==> src/rtl/fetch_pkg.sv <==
// fetch_pkg: shared widths, NOP default and fetch FSM state type
package fetch_pkg;
    localparam int INST_W = 32;
    localparam int ADDR_W = 64;
    localparam logic [INST_W-1:0] NOP_INST_DEFAULT = 32'hD503201F;
    typedef enum logic [1:0] {BOOT, RUN, STALL} state_t;
endpackage

==> src/rtl/fetch_stage_if.sv <==
// fetch_stage_if: hazard, redirect, imem and IF/ID signals of the fetch stage
interface fetch_stage_if;
    import fetch_pkg::*;
    logic              stall_i;
    logic              redirect_i;
    logic [ADDR_W-1:0] redirect_pc_i;
    logic [ADDR_W-1:0] imem_addr_o;
    logic [INST_W-1:0] imem_inst_i;
    logic [ADDR_W-1:0] ifid_pc_o;
    logic [INST_W-1:0] ifid_inst_o;
    logic              ifid_valid_o;
    logic              misalign_o;
    logic [31:0]       fetch_cnt_o;
    logic [31:0]       squash_cnt_o;
    modport master (
        input  stall_i, redirect_i, redirect_pc_i, imem_inst_i,
        output imem_addr_o, ifid_pc_o, ifid_inst_o, ifid_valid_o, misalign_o, fetch_cnt_o, squash_cnt_o
    );
    modport slave (
        output stall_i, redirect_i, redirect_pc_i, imem_inst_i,
        input  imem_addr_o, ifid_pc_o, ifid_inst_o, ifid_valid_o, misalign_o, fetch_cnt_o, squash_cnt_o
    );
endinterface

==> src/rtl/sat_counter.sv <==
// sat_counter: enabled up-counter that sticks at all-ones
module sat_counter #(
    parameter int W = 32
) (
    input  logic         clk,
    input  logic         reset,
    input  logic         en,
    output logic [W-1:0] cnt
);
    always_ff @(posedge clk or negedge reset) begin
        if (!reset) cnt <= '0;
        else if (en && cnt != '1) cnt <= cnt + W'(1);
    end
endmodule

==> src/rtl/fetch_stage.sv <==
// fetch_stage: PC sequencing with stall/redirect handling and the IF/ID register
module fetch_stage import fetch_pkg::*; #(
    parameter logic [ADDR_W-1:0] RESET_PC = 64'h0,
    parameter logic [INST_W-1:0] NOP_INST = NOP_INST_DEFAULT
) (
    input logic           clk,
    input logic           reset,
    fetch_stage_if.master f
);
    state_t            state, state_nx;
    logic [ADDR_W-1:0] pc, ifid_pc;
    logic [INST_W-1:0] ifid_inst;
    logic              ifid_valid, misalign;
    logic              do_redirect, do_fetch, squash_en;

    always_ff @(posedge clk or negedge reset) begin
        if (!reset) state <= BOOT;
        else state <= state_nx;
    end

    always_comb begin
        state_nx = (state != BOOT && !f.redirect_i && f.stall_i) ? STALL : RUN;
    end

    // leaving STALL costs one hold cycle; only RUN fetches
    always_comb begin
        do_redirect = state != BOOT && f.redirect_i;
        do_fetch    = state == RUN && !f.redirect_i && !f.stall_i;
        squash_en   = do_redirect && ifid_valid;
    end

    always_ff @(posedge clk or negedge reset) begin
        if (!reset) begin
            pc         <= RESET_PC;
            ifid_valid <= 1'b0;
            ifid_pc    <= '0;
            ifid_inst  <= NOP_INST;
            misalign   <= 1'b0;
        end else if (do_redirect) begin
            pc         <= {f.redirect_pc_i[ADDR_W-1:2], 2'b00};
            ifid_valid <= 1'b0;
            ifid_pc    <= '0;
            ifid_inst  <= NOP_INST;
            misalign   <= misalign | (|f.redirect_pc_i[1:0]);
        end else if (do_fetch) begin
            pc         <= pc + ADDR_W'(4);
            ifid_valid <= 1'b1;
            ifid_pc    <= pc;
            ifid_inst  <= f.imem_inst_i;
        end
    end

    assign f.imem_addr_o  = pc;
    assign f.ifid_valid_o = ifid_valid;
    assign f.ifid_pc_o    = ifid_valid ? ifid_pc : '0;
    assign f.ifid_inst_o  = ifid_valid ? ifid_inst : NOP_INST;
    assign f.misalign_o   = misalign;

    sat_counter #(.W(32)) u_fetch_cnt (.clk(clk), .reset(reset), .en(do_fetch), .cnt(f.fetch_cnt_o));
    sat_counter #(.W(32)) u_squash_cnt (.clk(clk), .reset(reset), .en(squash_en), .cnt(f.squash_cnt_o));
endmodule

==> src/flat_wrapper.sv <==
// flat-port wrapper written by rule: the top's interface ports become plain ports
module fetch_stage_flat import fetch_pkg::*;
#(
    parameter logic [ADDR_W-1:0] RESET_PC = 64'h0,
    parameter logic [INST_W-1:0] NOP_INST = NOP_INST_DEFAULT
)
  (clk, reset, f_stall_i, f_redirect_i, f_redirect_pc_i, f_imem_inst_i, f_imem_addr_o, f_ifid_pc_o, f_ifid_inst_o, f_ifid_valid_o, f_misalign_o, f_fetch_cnt_o, f_squash_cnt_o);
  fetch_stage_if f_i ();
  input logic clk;
  input logic reset;
  input wire logic [$bits(f_i.stall_i)-1:0] f_stall_i;
  input wire logic [$bits(f_i.redirect_i)-1:0] f_redirect_i;
  input wire logic [$bits(f_i.redirect_pc_i)-1:0] f_redirect_pc_i;
  input wire logic [$bits(f_i.imem_inst_i)-1:0] f_imem_inst_i;
  output wire logic [$bits(f_i.imem_addr_o)-1:0] f_imem_addr_o;
  output wire logic [$bits(f_i.ifid_pc_o)-1:0] f_ifid_pc_o;
  output wire logic [$bits(f_i.ifid_inst_o)-1:0] f_ifid_inst_o;
  output wire logic [$bits(f_i.ifid_valid_o)-1:0] f_ifid_valid_o;
  output wire logic [$bits(f_i.misalign_o)-1:0] f_misalign_o;
  output wire logic [$bits(f_i.fetch_cnt_o)-1:0] f_fetch_cnt_o;
  output wire logic [$bits(f_i.squash_cnt_o)-1:0] f_squash_cnt_o;
  assign f_i.stall_i = f_stall_i;
  assign f_i.redirect_i = f_redirect_i;
  assign f_i.redirect_pc_i = f_redirect_pc_i;
  assign f_i.imem_inst_i = f_imem_inst_i;
  assign f_imem_addr_o = f_i.imem_addr_o;
  assign f_ifid_pc_o = f_i.ifid_pc_o;
  assign f_ifid_inst_o = f_i.ifid_inst_o;
  assign f_ifid_valid_o = f_i.ifid_valid_o;
  assign f_misalign_o = f_i.misalign_o;
  assign f_fetch_cnt_o = f_i.fetch_cnt_o;
  assign f_squash_cnt_o = f_i.squash_cnt_o;
  fetch_stage #(.RESET_PC(RESET_PC), .NOP_INST(NOP_INST)) u_core (.clk(clk), .reset(reset), .f(f_i));
endmodule
==> config.mk <==
export PLATFORM = sky130hd
export DESIGN_NAME = fetch_stage_flat
export DESIGN_NICKNAME = d
export VERILOG_FILES = /design/src/rtl/fetch_pkg.sv /design/src/rtl/fetch_stage_if.sv /design/src/rtl/sat_counter.sv /design/src/rtl/fetch_stage.sv /design/src/flat_wrapper.sv
export SDC_FILE = /design/constraint.sdc
export NUM_CORES = 1
export LEC_CHECK = 0
export CAP_MARGIN = 5
export CORE_ASPECT_RATIO = 1.2
export CORE_MARGIN = 1
export CORE_UTILIZATION = 48
export CTS_CLUSTER_DIAMETER = 30
export DETAILED_ROUTE_END_ITERATION = 7
export GPL_TIMING_DRIVEN = 0
export PLACE_DENSITY = 0.81
export SKIP_LAST_GASP = 1
export SLEW_MARGIN = 20
export SYNTH_ARGS = -nofsm -noshare
export SYNTH_HDL_FRONTEND = slang
export SYNTH_HIERARCHICAL = 1
export SYNTH_SLANG_ARGS = --single-unit
==> constraint.sdc <==
create_clock -name clk -period 4 [get_ports clk]
set_input_delay 1 -clock clk [delete_from_list [all_inputs] [get_ports clk]]
set_output_delay 1 -clock clk [all_outputs]
set_load 0.01 [all_outputs]
Word level (Yosys, flattened, before mapping):

Cells that the tools add are included.

* bits in latches: 0
* memories kept: 0
* output and inout port bits: 226
* input port bits: 100
* bits in writable memories: 0
* register bits: 228
* memory bits (read-only): 0
* word-level logic and storage cells: 39

* multipliers: 0
* bitwise gates (word level): 1
* reduce and logical (&&, ||, !) cells: 13
* add/sub/neg operators: 3
* shift-type cells: 0
* divide/modulo/power cells: 0
* multiplexer cells: 11
* $lt $le $gt $ge: 0
* equality and inequality tests: 3

Operators by type and width (number)
* 64-bit two-way mux: 5
* 32-bit two-way mux: 3
* 32-bit by 1-bit adder with 32-bit output, second input constant: 2
* 64-bit by 3-bit adder with 64-bit output, second input constant: 1
* 32-bit != test, second input constant: 2
* 1-bit logical AND: 8
* 2-bit nonzero test: 2
* 2-bit by 1-bit equality test with 1-bit output, second input constant: 1
* 1-bit logical NOT: 2
* 1-bit two-way mux: 2
* 2-bit two-way mux: 1
* 2-bit OR reduction: 1
* 1-bit bitwise OR: 1

Longest topological paths before layout:

* depth in word-level cells: 5
* depth in mapped cells: 11
* mapped depth without buffers: 8

Hierarchy:

The synthesis kept the hierarchy.

Modules (own cells, without submodules)
* fetch_stage: instances 1, area each 7807.5 µm², seq. area each 4045.1 µm², cells each 804
* sat_counter: instances 2, area each 1624.1 µm², seq. area each 800.8 µm², cells each 151

Worst setup path before layout:

Ideal clock, no wire load.

* path kind: input to register
* from: in f_redirect_i
* to: reg u_core.u_fetch_cnt.cnt[29]
* setup slack: 0.556 ns
* arrival time: 3.365 ns
* buffers on the path: 3
* stages: 10
* library setup time: 0.079 ns
* required time: 3.921 ns
* cells stage by stage: or4b_4 -> inv_2 -> clkbuf_1 -> buf_1 -> and3_1 -> nor2b_1 -> clkbuf_1 -> nand4_1 -> nor4_2 -> xor2_1

* longest elaborated chain between the ends: 4

Ends and longest elaborated chain
* start: declaration: RTL line flat_wrapper.sv:12 `input wire logic [$bits(f_i.redirect_i)-1:0] f_redirect_i;`
* 1-bit logical NOT: RTL line fetch_stage.sv:28 `do_fetch = state == RUN && !f.redirect_i && !f.stall_i;`
* 1-bit logical AND (2 in series): RTL line fetch_stage.sv:28
* via u_core.do_fetch: RTL line fetch_stage.sv:14 `logic do_redirect, do_fetch, squash_en;`
* 1-bit logical AND: RTL line sat_counter.sv:12 `else if (en && cnt != '1) cnt <= cnt + W'(1);`
* end signal: assignment: RTL line sat_counter.sv:12
* end: declaration: RTL line sat_counter.sv:8 `output logic [W-1:0] cnt`

The timed path passes the listed nets, and every way through them passes these cells.
A chain may end at the register's enable or synchronous reset.

Worst setup path in the final report:

* from: reg u_core.ifid_valid (netlist: u_core/f.ifid_valid_o)
* to: out f_ifid_pc_o[52]

* longest elaborated chain between the ends: 1

Ends and longest elaborated chain
* start: declaration: RTL line fetch_stage.sv:13 `logic ifid_valid, misalign;`
* start signal: assignment: RTL line fetch_stage.sv:35 `ifid_valid <= 1'b0;`
* start signal: assignment: RTL line fetch_stage.sv:41 `ifid_valid <= 1'b0;`
* start signal: assignment: RTL line fetch_stage.sv:47 `ifid_valid <= 1'b1;`
* 64-bit two-way mux: RTL line fetch_stage.sv:55 `assign f.ifid_pc_o = ifid_valid ? ifid_pc : '0;`
* end: declaration: RTL line flat_wrapper.sv:16 `output wire logic [$bits(f_i.ifid_pc_o)-1:0] f_ifid_pc_o;`

No other way between the ends.

==> results.txt <==
- The run finished with clean final reports.
* I/O pin count: 326
* Setup-failing EPs final: 0
- Clock tree synthesis found a total of 225 sinks.
- Multi-input gate area: 5096 sq um
* Final Wtd Congestion: 0.9280
- The synthesized design spends more area on one cell type than any other, namely sky130_fd_sc_hd__dfrtp_1.
- The number of setup buffers added after CTS is 0.
* CTS Hold Bufs: 0
- Tcrit/Tclk final: 95.50%
* Final Power: 7.875 mW
- Core Area: 22,520 sq um
- The worst register-to-register path has a depth of 8.
- Worst-Margin Slew: 0.8944 ns
* Proportion of synthesized chip area in sequential cells: 51.08%
* Estimated wirelength of the detail-placed design: 25.40 mm
- After detailed placement, the design holds a cell count of 1,712.
- Leak pwr: 6.571 nW
- The Yosys step of the flow raised 6 warnings.
- Die Y: 168.3 microns
- Across all hold checks on the routed design, the worst slack comes to 0.4415 ns.
- Summed over its instances, the top area cell type makes up 47.99% of the synthesized netlist area.
- For the worst setup path, the data required time is 3.00 ns.
- The first TritonRoute pass finished after 5 iterations.
- After synthesis the netlist holds a flip-flop and latch count of 225.
* Number of nets still failing antenna checks after routing: 0
- Summing all placed instances gives a cell area of 14,720 sq um.
- Setup repair after global routing missed its margin: no
- Cell area after layout: 16,330 sq um
- STA classifies the critical path startpoint as a register.
* Top area cells in the synthesized netlist: sky130_fd_sc_hd__dfrtp_1 (48%), sky130_fd_sc_hd__xnor2_1 (5.4%), sky130_fd_sc_hd__a22o_1 (5.1%)
* Worst rel slew slack: 39.88%
- Max Fanout on Critical Path: 10
* Clock skew after layout: 0.02123 ns
* Crit path time final: 3.820 ns
* Post-synthesis compound-gate area fraction: 12.20%
* First-pass GRT wire length: 56.64 mm
* Pin count of the biggest net entering global routing: 99
- Dominant combinational cell family by area after synthesis: simple AND/OR/NAND/NOR gates
- DRC marker count from the first detailed-route iteration: 698
* Final count of pins violating max slew: 0
* Input/output buffers: 323
- Counting distinct cell types in the post-synthesis netlist gives 52.
* Internal reg-to-reg setup slack: 0.73 ns
* Die area: 23,650 sq um
- Using the TritonRoute via totals, the vias-per-cell ratio works out to 5.879.
- Die boundary width: 140.5 microns
* Net count, final: 1,581
- Effective utilization at floorplan: 49.09%
* Number of non-filler instances in the completed layout: 1,795
- Number of enable flip-flop cells after synthesis: 0
* Number of global-route vias before repair: 10,524
* Worst hold path class: in2async
* Synthesized area divided by synthesized cell count: 9.996 sq um
- Clock slew at the register clock pins of the worst setup and hold paths: 0.05 ns
- Simple-gate share of the synthesized area: 25.28%
- Largest buffer count on any clock path: 3
* Critical register-to-register path endpoint: u_core/f.imem_addr_o[58]$_DFFE_PN0P_
- The tool flagged a number of max-cap violations equal to 0.
* Post-place setup slack: -0.7098 ns
- After detailed routing, the total wire length is 36.06 mm.
- TritonCTS buffer count: 44
- Worst r2r src: u_core/f.imem_addr_o[33]$_DFFE_PN0P_
* Root buffer cell: sky130_fd_sc_hd__clkbuf_16
- Largest voltage drop on the vdd net: 286.7 uV
- Count of vias placed by the detailed router: 10,552
- The total overflow left after global routing is 0.
- Adding up every negative setup slack in the final design gives 0 ns.
- After layout, the worst setup slack is 0.1800 ns.
- Power Dens Cells: 482.4 nW/um^2
* Max Fclk: 261.8 MHz
- Multiplexer share of the synthesized area: 0.4074%
* Post-synthesis instance total: 1,106
- In the synthesized netlist the dominant register cell turns out to be sky130_fd_sc_hd__dfrtp_1.
- Area of the mapped netlist: 11,060 sq um
- In the final layout, the share of cells above drive strength 1 is 9.055%.
- Overall global routing resource usage: 30.54%
- Initial antenna violation count: 3
- Filler cell count: 1,600
- CTS built an H-tree with a depth of 2.
* Routed len/inst: 20.09 microns
- Site row count: 60
* Count of final hold-check violations: 0
- Measured on the finished design, the core utilization comes to 72.49%.
- Area added between synthesis and finish: 47.67%
- Type of the setup path with the least slack: reg2out
* TritonCTS clock tree: done
- Post-detailed-route DRC marker count: 0
- Element type at the critical path end: output pin
- The synthesized netlist devotes 0.3395% of its cell area to adder and majority cells.
* Worst skew pair latency: 0.53 ns
* Xor and xnor fraction of the mapped netlist area: 7.684%
- Counting flops with an async set or reset pin after synthesis yields a share of 100.0%.
- Data on the critical path arrives at its endpoint at 2.82 ns.
* Area taken by flip-flops and latches: 5647 sq um
==> worst max path at each step <==
stage,cells after the start,start,endpoint
after floorplan,10,f_redirect_i,u_core/u_fetch_cnt/cnt[29]$_DFFE_PN0P_
after global placement,1,reset,u_core/u_squash_cnt/cnt[30]$_DFFE_PN0P_
after detailed placement,11,f_redirect_i,u_core/u_fetch_cnt/cnt[29]$_DFFE_PN0P_
after CTS,11,f_redirect_i,u_core/u_fetch_cnt/cnt[29]$_DFFE_PN0P_
after global routing,11,f_redirect_i,u_core/u_squash_cnt/cnt[29]$_DFFE_PN0P_
final,4,u_core/f.ifid_valid_o$_DFFE_PN0P_,f_ifid_pc_o[52]
==> flip-flops by register name, indices dropped and copies added, names as in the netlist <==
register,count
u_core/f.imem_addr_o,62
u_core/ifid_pc,63
u_core/state,2
u_core/u_fetch_cnt/cnt,32
u_core/u_squash_cnt/cnt,32
u_core/f.misalign_o,1
u_core/ifid_inst,32
u_core/f.ifid_valid_o,1
==> layout by cell type (no fill, tap or decap), drive strengths merged, types with 3 or more instances in the layout <==
cell,count
or2,3
nor2,56
and4,11
a22o,65
nand4,64
nand3,53
buf,15
dfrtp,212
mux2,4
clkdlybuf4s50,322
xnor2,68
clkbuf,105
bufinv,9
and3,8
or3,20
a31oi,24
o22a,13
nor4,22
a21oi,15
ha,3
dfstp,13
nand2,127
o31ai,7
nor3,19
inv,15
nor2b,4
and2,85
o211ai,4
or4,16
o21ai,59
clkinv,11
xor2,29
clkinvlp,7
diode,3
nand2b,14
==> final cells by class <==
class	count	share of cell area, %
clock buffers	52	7.304
diodes	3	0.04598
well taps	279	2.138
repair buffers	326	20.22
plain buffers	64	1.701
inverters	13	0.2989
multi-input cells	804	31.22
flip-flops and latches	225	34.59
clock inverters	29	2.491
==> cells in the mapped netlist (18+ instances only) <==
library cell               instances
sky130_fd_sc_hd__dfrtp_1         212
sky130_fd_sc_hd__o21ai_0          58
sky130_fd_sc_hd__nand2_1         125
sky130_fd_sc_hd__and2_1           85
sky130_fd_sc_hd__clkbuf_1         54
sky130_fd_sc_hd__nor4_1           18
sky130_fd_sc_hd__nand4_1          62
sky130_fd_sc_hd__or3_1            20
sky130_fd_sc_hd__xnor2_1          68
sky130_fd_sc_hd__nand3_1          51
sky130_fd_sc_hd__a31oi_1          24
sky130_fd_sc_hd__xor2_1           29
sky130_fd_sc_hd__nor2_1           56
sky130_fd_sc_hd__a22o_1           65
==> kinds of logic (layout without fill, tap and decap cells) <==
logic type	count (synthesis)	in the layout
multiplexers	4	4
AO/OA/AOI/OAI	191	191
other	1	5
XOR/XNOR	97	97
flip-flops	225	225
AND/OR/NAND/NOR	507	507
buffers and inverters	78	484
adder cells (fa/ha/maj)	3	3
==> power breakdown <==
part           switching (mW)  internal (mW)
Sequential              0.277           2.50
Clock                    1.23           2.71
Combinational           0.558          0.601
==> per-layer routing <==
metal | share of wire (%) | vias up | track usage (%)
met5 | 0 | - | 0
met1 | 39 | 5182 | 38.09
met2 | 49 | 558 | 51.78
met4 | 3.4 | 0 | 12.33
met3 | 8.2 | 96 | 6.371
li1 | - | 4716 | -
==> what timing repair did <==
action / 4_1_cts / 5_1_grt
cloned: 0 / 0
pin swaps: 0 / 0
gates resized for setup: 1 / 0
endpoints found under the hold margin: 0 / 0
endpoints found under the setup margin: 10 / 4
==> critical path, cell delays in order, from the launching register on <==
cell and delay [ns]:
sky130_fd_sc_hd__dfrtp_1 0.68, sky130_fd_sc_hd__clkbuf_1 0.47, sky130_fd_sc_hd__clkbuf_1 0.40, sky130_fd_sc_hd__and2_1 0.21, sky130_fd_sc_hd__clkdlybuf4s50_1 0.53
No activity file was read; power rests on OpenSTA's default activity.
